### src/rtl/draw_pkg.sv
// draw_pkg
//   Shared definitions for the framebuffer drawing blocks: the redraw
//   scheduler state encoding, screen geometry and default pixel widths.
package draw_pkg;

  typedef enum logic [3:0] {
    IDLE  = 4'd0,
    ERASE = 4'd1,
    MAP   = 4'd2,
    DRAW  = 4'd3,
    FIN   = 4'd4
  } sched_state_t;

  localparam int SCREEN_W = 320;
  localparam int SCREEN_H = 240;
  localparam int X_W      = 9;
  localparam int Y_W      = 8;
  localparam int COLOUR_W = 3;

endpackage

### src/rtl/plot_port_mux.sv
// plot_port_mux
//   Registered 2:1 pixel mux in front of the VGA adapter plot port.
//   Ports:
//     clock, reset            clock and asynchronous active-high reset
//     selMap / selSpr         pass map stream / sprite stream (selMap wins)
//     map*, spr*              engine pixel streams (x, y, colour, plot)
//     x, y, colour, plot      registered plot port, one cycle behind inputs
//   With neither select, plot is blanked and x/y/colour hold their values.
module plot_port_mux #(
  parameter int X_W      = draw_pkg::X_W,
  parameter int Y_W      = draw_pkg::Y_W,
  parameter int COLOUR_W = draw_pkg::COLOUR_W
) (
  input  logic                clock,
  input  logic                reset,
  input  logic                selMap,
  input  logic                selSpr,
  input  logic [X_W-1:0]      mapX,
  input  logic [Y_W-1:0]      mapY,
  input  logic [COLOUR_W-1:0] mapColour,
  input  logic                mapPlot,
  input  logic [X_W-1:0]      sprPixX,
  input  logic [Y_W-1:0]      sprPixY,
  input  logic [COLOUR_W-1:0] sprColour,
  input  logic                sprPlot,
  output logic [X_W-1:0]      x,
  output logic [Y_W-1:0]      y,
  output logic [COLOUR_W-1:0] colour,
  output logic                plot
);

  always_ff @(posedge clock or posedge reset) begin
    if (reset) begin
      x      <= '0;
      y      <= '0;
      colour <= '0;
      plot   <= 1'b0;
    end else if (selMap) begin
      x      <= mapX;
      y      <= mapY;
      colour <= mapColour;
      plot   <= mapPlot;
    end else if (selSpr) begin
      x      <= sprPixX;
      y      <= sprPixY;
      colour <= sprColour;
      plot   <= sprPlot;
    end else begin
      plot   <= 1'b0;
    end
  end

endmodule

### src/rtl/redraw_scheduler.sv
// redraw_scheduler
//   Sequences framebuffer writes from the map and sprite engines onto the
//   single VGA plot port.
//   Ports:
//     clock, reset                  clock, asynchronous active-high reset
//     gameState, frameTick          triggers (state change = full redraw,
//                                   tick with moved sprite = move only)
//     charX, charY                  current sprite position
//     mapStart/mapLayer/mapDone     map engine job control
//     map*                          map engine pixel stream
//     sprStart/sprErase/sprX/sprY/sprDone   sprite engine job control
//     spr*                          sprite engine pixel stream
//     x, y, colour, plot            VGA adapter plot port (registered)
//     doneRedraw                    pulse when a full redraw completes
//     busy, timeoutErr, dbgState    status; dbgState is the FSM state
//   Engine handshake: the scheduler raises *Start for exactly the first cycle
//   of a job state with the job parameters already stable; the engine answers
//   with a one-cycle *Done pulse, and the scheduler leaves the job state on
//   the clock edge that samples it. Done pulses outside the owning state are
//   ignored. A job that never answers is abandoned after TIMEOUT cycles.
module redraw_scheduler
  import draw_pkg::*;
#(
  parameter int X_W      = draw_pkg::X_W,
  parameter int Y_W      = draw_pkg::Y_W,
  parameter int COLOUR_W = draw_pkg::COLOUR_W,
  parameter int TIMEOUT  = 131072
) (
  input  logic                clock,
  input  logic                reset,
  input  logic [3:0]          gameState,
  input  logic                frameTick,
  input  logic [X_W-1:0]      charX,
  input  logic [Y_W-1:0]      charY,
  output logic                mapStart,
  output logic [3:0]          mapLayer,
  input  logic                mapDone,
  input  logic [X_W-1:0]      mapX,
  input  logic [Y_W-1:0]      mapY,
  input  logic [COLOUR_W-1:0] mapColour,
  input  logic                mapPlot,
  output logic                sprStart,
  output logic                sprErase,
  output logic [X_W-1:0]      sprX,
  output logic [Y_W-1:0]      sprY,
  input  logic                sprDone,
  input  logic [X_W-1:0]      sprPixX,
  input  logic [Y_W-1:0]      sprPixY,
  input  logic [COLOUR_W-1:0] sprColour,
  input  logic                sprPlot,
  output logic [X_W-1:0]      x,
  output logic [Y_W-1:0]      y,
  output logic [COLOUR_W-1:0] colour,
  output logic                plot,
  output logic                doneRedraw,
  output logic                busy,
  output logic                timeoutErr,
  output logic [3:0]          dbgState
);

  localparam logic [17:0] TMO_LAST = 18'(TIMEOUT - 1);

  sched_state_t   state;
  logic [3:0]     lastState;
  logic [X_W-1:0] oldX;
  logic [Y_W-1:0] oldY;
  logic           pendFull;
  logic           isFull;     // current sequence is a full redraw
  logic [17:0]    cnt;

  logic fullTrig, moved, jobDone, tmo;

  assign fullTrig = (gameState != lastState);
  assign moved    = (charX != oldX) || (charY != oldY);
  assign tmo      = (cnt == TMO_LAST);
  assign busy     = (state != IDLE);
  assign dbgState = state;

  // Only the engine that owns the current state may end its job.
  always_comb begin
    jobDone = 1'b0;
    case (state)
      ERASE, DRAW: jobDone = sprDone;
      MAP:         jobDone = mapDone;
      default:     jobDone = 1'b0;
    endcase
  end

  always_ff @(posedge clock or posedge reset) begin
    if (reset) begin
      state      <= IDLE;
      lastState  <= '0;
      oldX       <= '0;
      oldY       <= '0;
      pendFull   <= 1'b0;
      isFull     <= 1'b0;
      cnt        <= '0;
      mapStart   <= 1'b0;
      mapLayer   <= '0;
      sprStart   <= 1'b0;
      sprErase   <= 1'b0;
      sprX       <= '0;
      sprY       <= '0;
      doneRedraw <= 1'b0;
      timeoutErr <= 1'b0;
    end else begin
      mapStart   <= 1'b0;
      sprStart   <= 1'b0;
      doneRedraw <= 1'b0;
      cnt        <= cnt + 18'd1;
      if (fullTrig) lastState <= gameState;

      case (state)
        IDLE: begin
          // Full redraw has priority; a simultaneous tick is absorbed.
          if (fullTrig || (frameTick && moved)) begin
            state    <= ERASE;
            isFull   <= fullTrig;
            if (fullTrig) mapLayer <= gameState;
            sprStart <= 1'b1;
            sprErase <= 1'b1;
            sprX     <= oldX;
            sprY     <= oldY;
            cnt      <= '0;
          end
        end

        ERASE, MAP: begin
          if (fullTrig) pendFull <= 1'b1;
          if (jobDone || tmo) begin
            if (!jobDone) timeoutErr <= 1'b1;
            if (state == ERASE && isFull) begin
              state    <= MAP;
              mapStart <= 1'b1;
              cnt      <= '0;
            end else begin
              state    <= DRAW;
              sprStart <= 1'b1;
              sprErase <= 1'b0;
              sprX     <= charX;
              sprY     <= charY;
              oldX     <= charX;
              oldY     <= charY;
              cnt      <= '0;
            end
          end
        end

        DRAW: begin
          if (fullTrig) pendFull <= 1'b1;
          if (jobDone || tmo) begin
            if (!jobDone) timeoutErr <= 1'b1;
            state      <= FIN;
            // A change arriving on this edge also forces a follow-up redraw.
            doneRedraw <= isFull && !pendFull && !fullTrig;
          end
        end

        FIN: begin
          if (pendFull || fullTrig) begin
            state    <= ERASE;
            isFull   <= 1'b1;
            pendFull <= 1'b0;
            mapLayer <= fullTrig ? gameState : lastState;
            sprStart <= 1'b1;
            sprErase <= 1'b1;
            sprX     <= oldX;
            sprY     <= oldY;
            cnt      <= '0;
          end else begin
            state <= IDLE;
          end
        end

        default: state <= IDLE;
      endcase
    end
  end

  plot_port_mux #(
    .X_W      (X_W),
    .Y_W      (Y_W),
    .COLOUR_W (COLOUR_W)
  ) u_mux (
    .clock     (clock),
    .reset     (reset),
    .selMap    (state == MAP),
    .selSpr    ((state == ERASE) || (state == DRAW)),
    .mapX      (mapX),
    .mapY      (mapY),
    .mapColour (mapColour),
    .mapPlot   (mapPlot),
    .sprPixX   (sprPixX),
    .sprPixY   (sprPixY),
    .sprColour (sprColour),
    .sprPlot   (sprPlot),
    .x         (x),
    .y         (y),
    .colour    (colour),
    .plot      (plot)
  );

endmodule
### config.mk
export PLATFORM = sky130hd
export DESIGN_NAME = redraw_scheduler
export DESIGN_NICKNAME = d
export VERILOG_FILES = /design/src/rtl/draw_pkg.sv /design/src/rtl/plot_port_mux.sv /design/src/rtl/redraw_scheduler.sv
export SDC_FILE = /design/constraint.sdc
export NUM_CORES = 1
export LEC_CHECK = 0
export CAP_MARGIN = 20
export CORE_AREA = 8 8 104 106
export CTS_BUF_LIST = sky130_fd_sc_hd__clkbuf_8 sky130_fd_sc_hd__clkbuf_16
export DETAILED_ROUTE_END_ITERATION = 12
export DIE_AREA = 0 0 112 114
export PLACE_DENSITY = 0.83
export SLEW_MARGIN = 15
export SYNTH_ARGS = -nofsm -noshare
export SYNTH_HDL_FRONTEND = slang
export SYNTH_SLANG_ARGS = --single-unit
### constraint.sdc
create_clock -name clock -period 3.11 [get_ports clock]
set_input_delay 0.4665 -clock clock [delete_from_list [all_inputs] [get_ports clock]]
set_output_delay 0.4665 -clock clock [all_outputs]
set_load 0.1 [all_outputs]
Yosys cells after proc, flatten, opt, wreduce, memory -nomap -nowiden
Cells that the tools add are included.

Add/sub/neg operators: 1. Equality and inequality tests: 15. Muxes and demuxes: 54. Bitwise operators: 2. Reduce and logical (&&, ||, !) cells: 27.

Operators by type and width (count): $mux 18 (3); $mux 9 (6); $pmux 18 s3 (1); $mux 8 (6); $mux 4 (7); $pmux 9 s3 (1); $pmux 8 s3 (1); $mux 1 (20); $add 18x1->18 const B (1); $eq 18x17->1 const B (1); $pmux 4 s4 (1); $reduce_and 3->1 (5); $ne 2x2->1 const B (6); $ne 9x9->1 (1); $eq 4x2->1 const B (2); $ne 8x8->1 (1); $pmux 4 s2 (1); $mux 3 (2); $pmux 1 s2 (3); $pmux 1 s3 (2); $reduce_bool 2->1 (3); $logic_or 1x1->1 (5); $reduce_and 5->1 (1); $eq 4x1->1 const B (1); 12 further kinds (18).

Register bits after elaboration: 92. Input bits: 68. Output and inout bits: 52. Logic and storage cells: 118.

Longest topological paths before layout
Gate-level depths: netlist (run 1).

Depth in word-level cells: 6. Mapped depth: 9. Depth with buffers taken out: 6.

Cells and area by module
From an unflattened synthesis (run 1), not the netlist that was laid out.

Cells, all modules: 378. Area total of the unflattened synthesis: 4420.5 um2.

Modules (own cells, without submodules): redraw_scheduler (instances 1, cells each 286, area an instance 3432.0 um2, sequential area each 1751.7 um2); plot_port_mux (instances 1, cells each 92, area an instance 988.4 um2, sequential area each 525.5 um2).

Worst setup path before layout (run 1)
OpenSTA, ideal clock, no wires.

Path type: reg2reg. Start: register state[0], in the netlist dbgState[0]. End: register sprX[0]. Setup time: 0.126 ns. Data arrival time: 3.108 ns. Required time: 2.984 ns. Slack: -0.124 ns. Stages on the path, launching flop included: 10. Buffers on the path: 3. Period minus slack after synthesis: 3.234 ns. Path through: dfrtp_1 > buf_4 > nor2_1 > nand2_1 > nor4_1 > a21oi_1 > clkbuf_1 > clkbuf_1 > a21oi_1 > a21oi_1.

Longest elaborated chain between the ends: 6. Elaborated cells between the ends (all ways): 17. Those cells by class: 8 x eq/ne; 2 x mux; 7 x reduce/logical.

RTL lines: start: declaration (line redraw_scheduler.sv:63) `sched_state_t state;`; start signal: assignment (line redraw_scheduler.sv:91) `state <= IDLE;`; start signal: assignment (line redraw_scheduler.sv:117) `state <= ERASE;`; start signal: assignment (line redraw_scheduler.sv:133) `state <= MAP;`; $eq 4x1->1 / $eq 4x2->1 (equally long branches) (line redraw_scheduler.sv:82, redraw_scheduler.sv:113, redraw_scheduler.sv:132); $reduce_or 2->1 (line redraw_scheduler.sv:82) `case (state)`; $pmux 1 s2 (line redraw_scheduler.sv:82); $logic_or 1x1->1 (line redraw_scheduler.sv:130) `if (jobDone || tmo) begin`; $ne 2x2->1 (no source line); $reduce_and 5->1 (no source line); end signal: assignment (line redraw_scheduler.sv:122) `sprX <= oldX;`; end signal: assignment (line redraw_scheduler.sv:140) `sprX <= charX;`; end signal: assignment (line redraw_scheduler.sv:167) `sprX <= oldX;`; end: declaration (line redraw_scheduler.sv:44) `output logic [X_W-1:0] sprX,`.

Parallel ways exist; a longest one is shown, timed or not. A chain may end at the register's enable or synchronous reset.

Final worst setup path (run 1)
Start: input port gameState[2]. End: register sprErase.

Longest elaborated chain between the ends: 4. Elaborated cells between the ends (all ways): 6. Those cells by class: 3 x eq/ne; 3 x reduce/logical.

RTL lines: start: declaration (line redraw_scheduler.sv:31) `input logic [3:0] gameState,`; $ne 4x4->1 (*) (line redraw_scheduler.sv:73) `assign fullTrig = (gameState != lastState);`; $logic_or 1x1->1 (on tied branches) (line redraw_scheduler.sv:160, redraw_scheduler.sv:116); $ne 2x2->1 (no source line); $reduce_and 5->1 (no source line) (*); end signal: assignment (line redraw_scheduler.sv:101) `sprErase <= 1'b0;`; end signal: assignment (line redraw_scheduler.sv:121) `sprErase <= 1'b1;`; end signal: assignment (line redraw_scheduler.sv:166) `sprErase <= 1'b1;`; end: declaration (line redraw_scheduler.sv:43) `output logic sprErase,`.

Mark *: on every way between the ends. The rest lies on a longest branch, timed or not.

==> results of run 1 <==
==> final timing paths <==
path	end	cells after the start	slack (ns)	startpoint
max	sprErase	7	0.70	gameState[2]
min	cnt[0]	1	0.49	cnt[0]
max reg2reg	sprErase	6	0.76	dbgState[1]
min reg2reg	cnt[0]	1	0.49	cnt[0]
max in group asynchronous	cnt[12]	3	1.90	reset
min in group asynchronous	sprX[0]	2	0.50	reset
==> cells in the final DEF (no fill, tap or decap), drive strengths merged, types with 2 or more instances in the layout <==
cell type	instances
dfrtp	91
clkdlybuf4s50	67
buf	60
a21oi	40
nand2	31
xnor2	30
nor2	29
a22oi	21
o21ai	21
mux2	21
mux2i	17
nand3	10
xor2	9
clkbuf	9
nand4	8
nor3	8
inv	5
and2	3
and4	2
nor4	2
a22o	2
clkinv	2
bufinv	2
clkinvlp	2
a31oi	2
==> metal layers <==
| metal | vias up | GRT usage [%] | share of wire [%] |
|---|---|---|---|
| li1 | 1586 | - | - |
| met2 | 101 | 30.8 | 52 |
| met5 | - | 0 | 0 |
| met3 | 12 | 5.18 | 5.4 |
| met4 | 0 | 5.04 | 1.2 |
| met1 | 1684 | 19.9 | 42 |
==> registers in the layout, summed over array words and instances (netlist names), 3 cells and up <==
register / cells
dbgState: 3
sprX: 9
mapLayer: 4
u_mux.y: 8
oldX: 9
sprY: 8
lastState: 4
u_mux.colour: 3
cnt: 18
u_mux.x: 9
oldY: 8
==> metrics by stage <==
step                      utilization, %  hold WS [ns]  setup slack, ns  instances
after floorplan                        -         0.433            0.172        392
after global placement              59.4         0.458            0.412        604
after detailed placement            59.4         0.476            0.338        604
after CTS                           61.7         0.495            0.732        619
after global routing                61.7         0.512            0.480        619
final                               61.7         0.489            0.705        619
==> cell families (layout without fill, tap and decap cells) <==
kind of cell | Yosys count | in the layout | synth area share (%)
simple gates | 99 | 99 | 11.3
xor+xnor | 39 | 39 | 8.00
fa+ha+maj | 1 | 1 | 0.293
compound gates | 92 | 92 | 13.0
buf+inv | 31 | 147 | 3.66
other cells | 1 | 1 | 0.0878
mux | 38 | 38 | 10.3
flops | 91 | 91 | 53.3
==> area by class of cell <==
cell class	count	area share [%]
Inverter	5	0.356
Timing Repair Buffer	127	20.2
Sequential cell	91	40.5
Tap cell	111	2.47
Clock buffer	9	2.20
Clock inverter	6	1.58
Multi-Input combinational cell	270	32.7
==> worst register-to-register path: stages (launching register included) <==
cell and delay [ns]:
dfrtp_1 0.52, nor2_1 0.39, nand2_2 0.14, nor4_1 0.28, a21oi_1 0.19, and2_1 0.44
o21a_1 0.29
==> results.json, run 1 <==
{
  "cts_hold_buf": 0,
  "syn-cell-area_um2": 4270,
  "criticalPathCategory": "in2reg",
  "cts_sinks": 91,
  "rows": 35,
  "finClkSkew_ns": 0.0107,
  "drc_errors": 0,
  "crit_chain": "clkdlybuf4s50_1 > xnor2_1 > nand4_1 > nor4_1 > a21oi_1 > and2_1 > o21a_1",
  "start_util_pct": 46.9,
  "die_y_um": 114,
  "wl_um": 10800,
  "drv_slew": 0,
  "fmax_ghz": 0.416,
  "worst_ep_required_time_ns": 3.37,
  "tns_ns": 0,
  "final-setup-viol-count": 0,
  "synthTopCellsByCount": "dfrtp_1 (91), a21oi_1 (40), nand2_1 (31)",
  "clockBufferDepth": 2,
  "start_kind": "primary input",
  "seq_area_um2": 2280,
  "path_buf_inv": 1,
  "cts_max_level": 3,
  "synth_seq_area_share_pct": 53.3,
  "post_cts_buffers": 0,
  "die_area_um2": 12800,
  "final_area_um2": 5620,
  "nets": 573,
  "fill_cells": 756,
  "overflow": 0,
  "ys_seq_elements": 91,
  "synth_area_leaders": "dfrtp_1 (53%), xnor2_1 (6.2%), a21oi_1 (4.7%)",
  "grt_max_degree": 55,
  "grt_usage_pct": 17.4,
  "synth_top_area_share_pct": 53.3,
  "crit_arrival_ns": 2.66,
  "cap_viol_max_count": 0,
  "crit_path_max_fanout": 20,
  "crit_slowest_cell": "clkdlybuf4s50_1",
  "cts_root_buf": "clkbuf_8",
  "ys.flop_type": "dfrtp_1",
  "grt_pass1_vias": 3718,
  "diodes": 0,
  "dpl.hpwl_um": 7900,
  "yosys.area.top_type": "dfrtp_1",
  "grt_setup_unrepaired": "no",
  "syn2layout_area_growth_pct": 31.7,
  "die_w_um": 112,
  "clk_pin_slew_ns": 0.09,
  "async_flop_share_pct": 100,
  "outcome": "complete, no violations",
  "postPlaceCellArea_um2": 5410,
  "multi_input_area_um2": 1840,
  "io_pins": 120,
  "avgSynthCellArea_um2": 10.9,
  "synthesis.instances": 392,
  "antenna_found_initial": 0,
  "max_stage_delay_ns": 0.52,
  "grt_pass1_wl_um": 18100,
  "timing.final.crit_share_pct": 77.3,
  "dr_total_vias": 3383,
  "slew_headroom_pct": 50.0,
  "drive_above_1_share_pct": 20.5,
  "wire_per_inst_um": 17.4,
  "hold_class": "reg2reg",
  "tightestPinTransition_ns": 0.750,
  "yosys.cell_types.count": 43,
  "drt-initial-drc-count": 177,
  "critPathTopFamily": "simple AND/OR/NAND/NOR gates",
  "fin_crit_ns": 2.41,
  "yosys_warnings": 0,
  "ant_nets": 0,
  "synth.most_common_cell": "dfrtp_1",
  "cts_tree": "done",
  "gp_congestion": 0.802,
  "viasPerCell": 5.47,
  "hold_violations": 0,
  "cts_resized": 0,
  "fp.coreArea_um2": 9110,
  "cp-end-kind": "flop",
  "synth_edf_count": 0,
  "syn_nets": 461,
  "insertion_delay_ns": 0.36,
  "place.port_buffers": 118,
  "cts_buffers": 9,
  "dr.pass1.iters": 5
}
Power of run 1 is left out: the tool's default activity adds up to more than one toggle a clock period on the data nets, which glitch-free logic cannot reach.
==> run 2: changes to the inputs <==
--- a/config.mk
+++ b/config.mk
@@ -6,11 +6,11 @@
 export NUM_CORES = 1
 export LEC_CHECK = 0
 export CAP_MARGIN = 20
-export CORE_AREA = 8 8 104 106
+export CORE_AREA = 8 8 109 111
 export CTS_BUF_LIST = sky130_fd_sc_hd__clkbuf_8 sky130_fd_sc_hd__clkbuf_16
 export DETAILED_ROUTE_END_ITERATION = 12
-export DIE_AREA = 0 0 112 114
-export PLACE_DENSITY = 0.83
+export DIE_AREA = 0 0 117 119
+export PLACE_DENSITY = 0.8
 export SLEW_MARGIN = 15
 export SYNTH_ARGS = -nofsm -noshare
 export SYNTH_HDL_FRONTEND = slang
==> constraint.sdc (replaced) <==
create_clock -name clock -period 2.1 [get_ports clock]
set_input_delay 0.315 -clock clock [delete_from_list [all_inputs] [get_ports clock]]
set_output_delay 0.315 -clock clock [all_outputs]
set_load 0.1 [all_outputs]
==> results.json, run 2 (synthesized netlist as in run 1, its figures left out) <==
{
  "fill_cells": 857,
  "cts_tree": "done",
  "criticalPathCategory": "reg2reg",
  "die_y_um": 119,
  "cap_viol_max_count": 0,
  "die_w_um": 117,
  "slew_headroom_pct": 57.1,
  "tns_ns": -0.00103,
  "cts_sinks": 91,
  "start_util_pct": 42.3,
  "io_pins": 120,
  "crit_arrival_ns": 2.34,
  "grt_pass1_vias": 3764,
  "ant_nets": 0,
  "dr_total_vias": 3492,
  "hold_violations": 0,
  "diodes": 0,
  "fin_crit_ns": 2.10,
  "tightestPinTransition_ns": 0.638,
  "gp_congestion": 0.822,
  "wire_per_inst_um": 16.7,
  "drv_slew": 0,
  "cts_root_buf": "clkbuf_8",
  "grt_usage_pct": 16.5,
  "drc_errors": 0,
  "clk_pin_slew_ns": 0.09,
  "max_stage_delay_ns": 0.71,
  "die_area_um2": 13900,
  "wl_um": 11300,
  "largest_register_ffs": 18,
  "dr.pass1.iters": 4,
  "antenna_found_initial": 0,
  "cts_max_level": 3,
  "fp.coreArea_um2": 10100,
  "insertion_delay_ns": 0.35,
  "cp-end-kind": "flop",
  "worst_ep_required_time_ns": 2.34,
  "crit_slowest_cell": "or4_4",
  "crit_path_max_fanout": 18,
  "layout_setup_ws_ns": -0.00103,
  "finClkSkew_ns": 0.00922,
  "grt_max_degree": 34,
  "drive_above_1_share_pct": 26.9,
  "syn2layout_area_growth_pct": 40.0,
  "cts_buffers": 9,
  "fmax_ghz": 0.476,
  "drt-initial-drc-count": 124,
  "grt_pass1_wl_um": 18400,
  "crit_chain": "nand4_2 > nor3_4 > a31oi_2 > or4_4 > mux2_4",
  "place.port_buffers": 118,
  "dpl.hpwl_um": 8510,
  "overflow": 0,
  "top_register": "cnt",
  "grt_setup_unrepaired": "yes",
  "start_kind": "flop",
  "timing.final.crit_share_pct": 100,
  "outcome": "complete, but fails checks",
  "final-setup-viol-count": 1,
  "clockBufferDepth": 2,
  "violations": "negative setup slack",
  "most-common-layout-cells": "dfrtp_1 (88), buf_4 (88), clkdlybuf4s50_1 (64), a21oi_1 (38)",
  "viasPerCell": 5.15,
  "rows": 37,
  "nets": 606,
  "hold_class": "in2reg"
}
==> run 2: changes by cell type in the layout (fill, tap and decap cells not counted), sizes merged <==
cell | before | now
dlymetal6s2s | 0 | 3
clkdlybuf4s50 | 67 | 64
clkinvlp | 2 | 3
inv | 5 | 6
clkbuf | 9 | 10
bufinv | 2 | 0
buf | 60 | 93
==> run 2: layer usage <==
| metal | wire length (um) | global-route usage [%] | vias up |
|---|---|---|---|
| met3 | 665 | 4.04 | 11 |
| met4 | 90 | 4.24 | 0 |
| met1 | 4830 | 19.8 | 1727 |
| li1 | - | - | 1656 |
| met2 | 5730 | 28.7 | 98 |
| met5 | 0 | 0 | - |
==> run 2: final timing paths <==
check,from,end,slack (ns),cells past startpoint
max in group asynchronous,reset,oldX[1],1.25,3
hold / removal,gameState[0],lastState[0],0.15,1
setup / recovery,cnt[5],oldY[4],-0.001,5
min in group asynchronous,reset,mapLayer[2],0.22,2
hold reg to reg,cnt[0],cnt[0],0.46,1
setup reg to reg,cnt[5],oldY[4],-0.001,5
==> run 2: worst max-delay path, delay by kind of cell, from the launching register on <==
kind	cells	cell delay, ns
simple gates	3	1.12
flops	1	0.38
mux	1	0.36
compound gates	1	0.13
==> run 2: cell type report <==
type | count | area, um^2 | share of cell area [%]
Tap cell | 136 | 170 | 2.85
Clock inverter | 6 | 41.3 | 0.691
Clock buffer | 10 | 138 | 2.30
Inverter | 5 | 22.5 | 0.377
Multi-Input combinational cell | 270 | 1890 | 31.6
Timing Repair Buffer | 160 | 1440 | 24.1
Sequential cell | 91 | 2280 | 38.2
==> run 2: metrics by stage <==
| step | instance area [um^2] | util [%] | hold slack [ns] | setup WS (ns) | std cells |
|---|---|---|---|---|---|
| CTS | 5950 | 58.9 | 0.217 | -0.00194 | 676 |
| global placement | 5770 | 57.1 | 0.445 | -0.198 | 660 |
| global route | 5980 | 59.2 | 0.162 | -0.0536 | 678 |
| detailed placement | 5770 | 57.1 | 0.450 | -0.279 | 660 |
| floorplan | 4340 | - | 0.413 | -0.312 | 392 |
| finish | 5980 | 59.2 | 0.154 | -0.00103 | 678 |
==> run 2: repair_timing <==
action                     in CTS  in global routing
buffers inserted                0                  2
pin swaps                       0                  4
gates resized for setup         0                  6
setup endpoints to repair       2                 52
hold buffers                    0                  0
Power of run 2 is left out for the same reason.
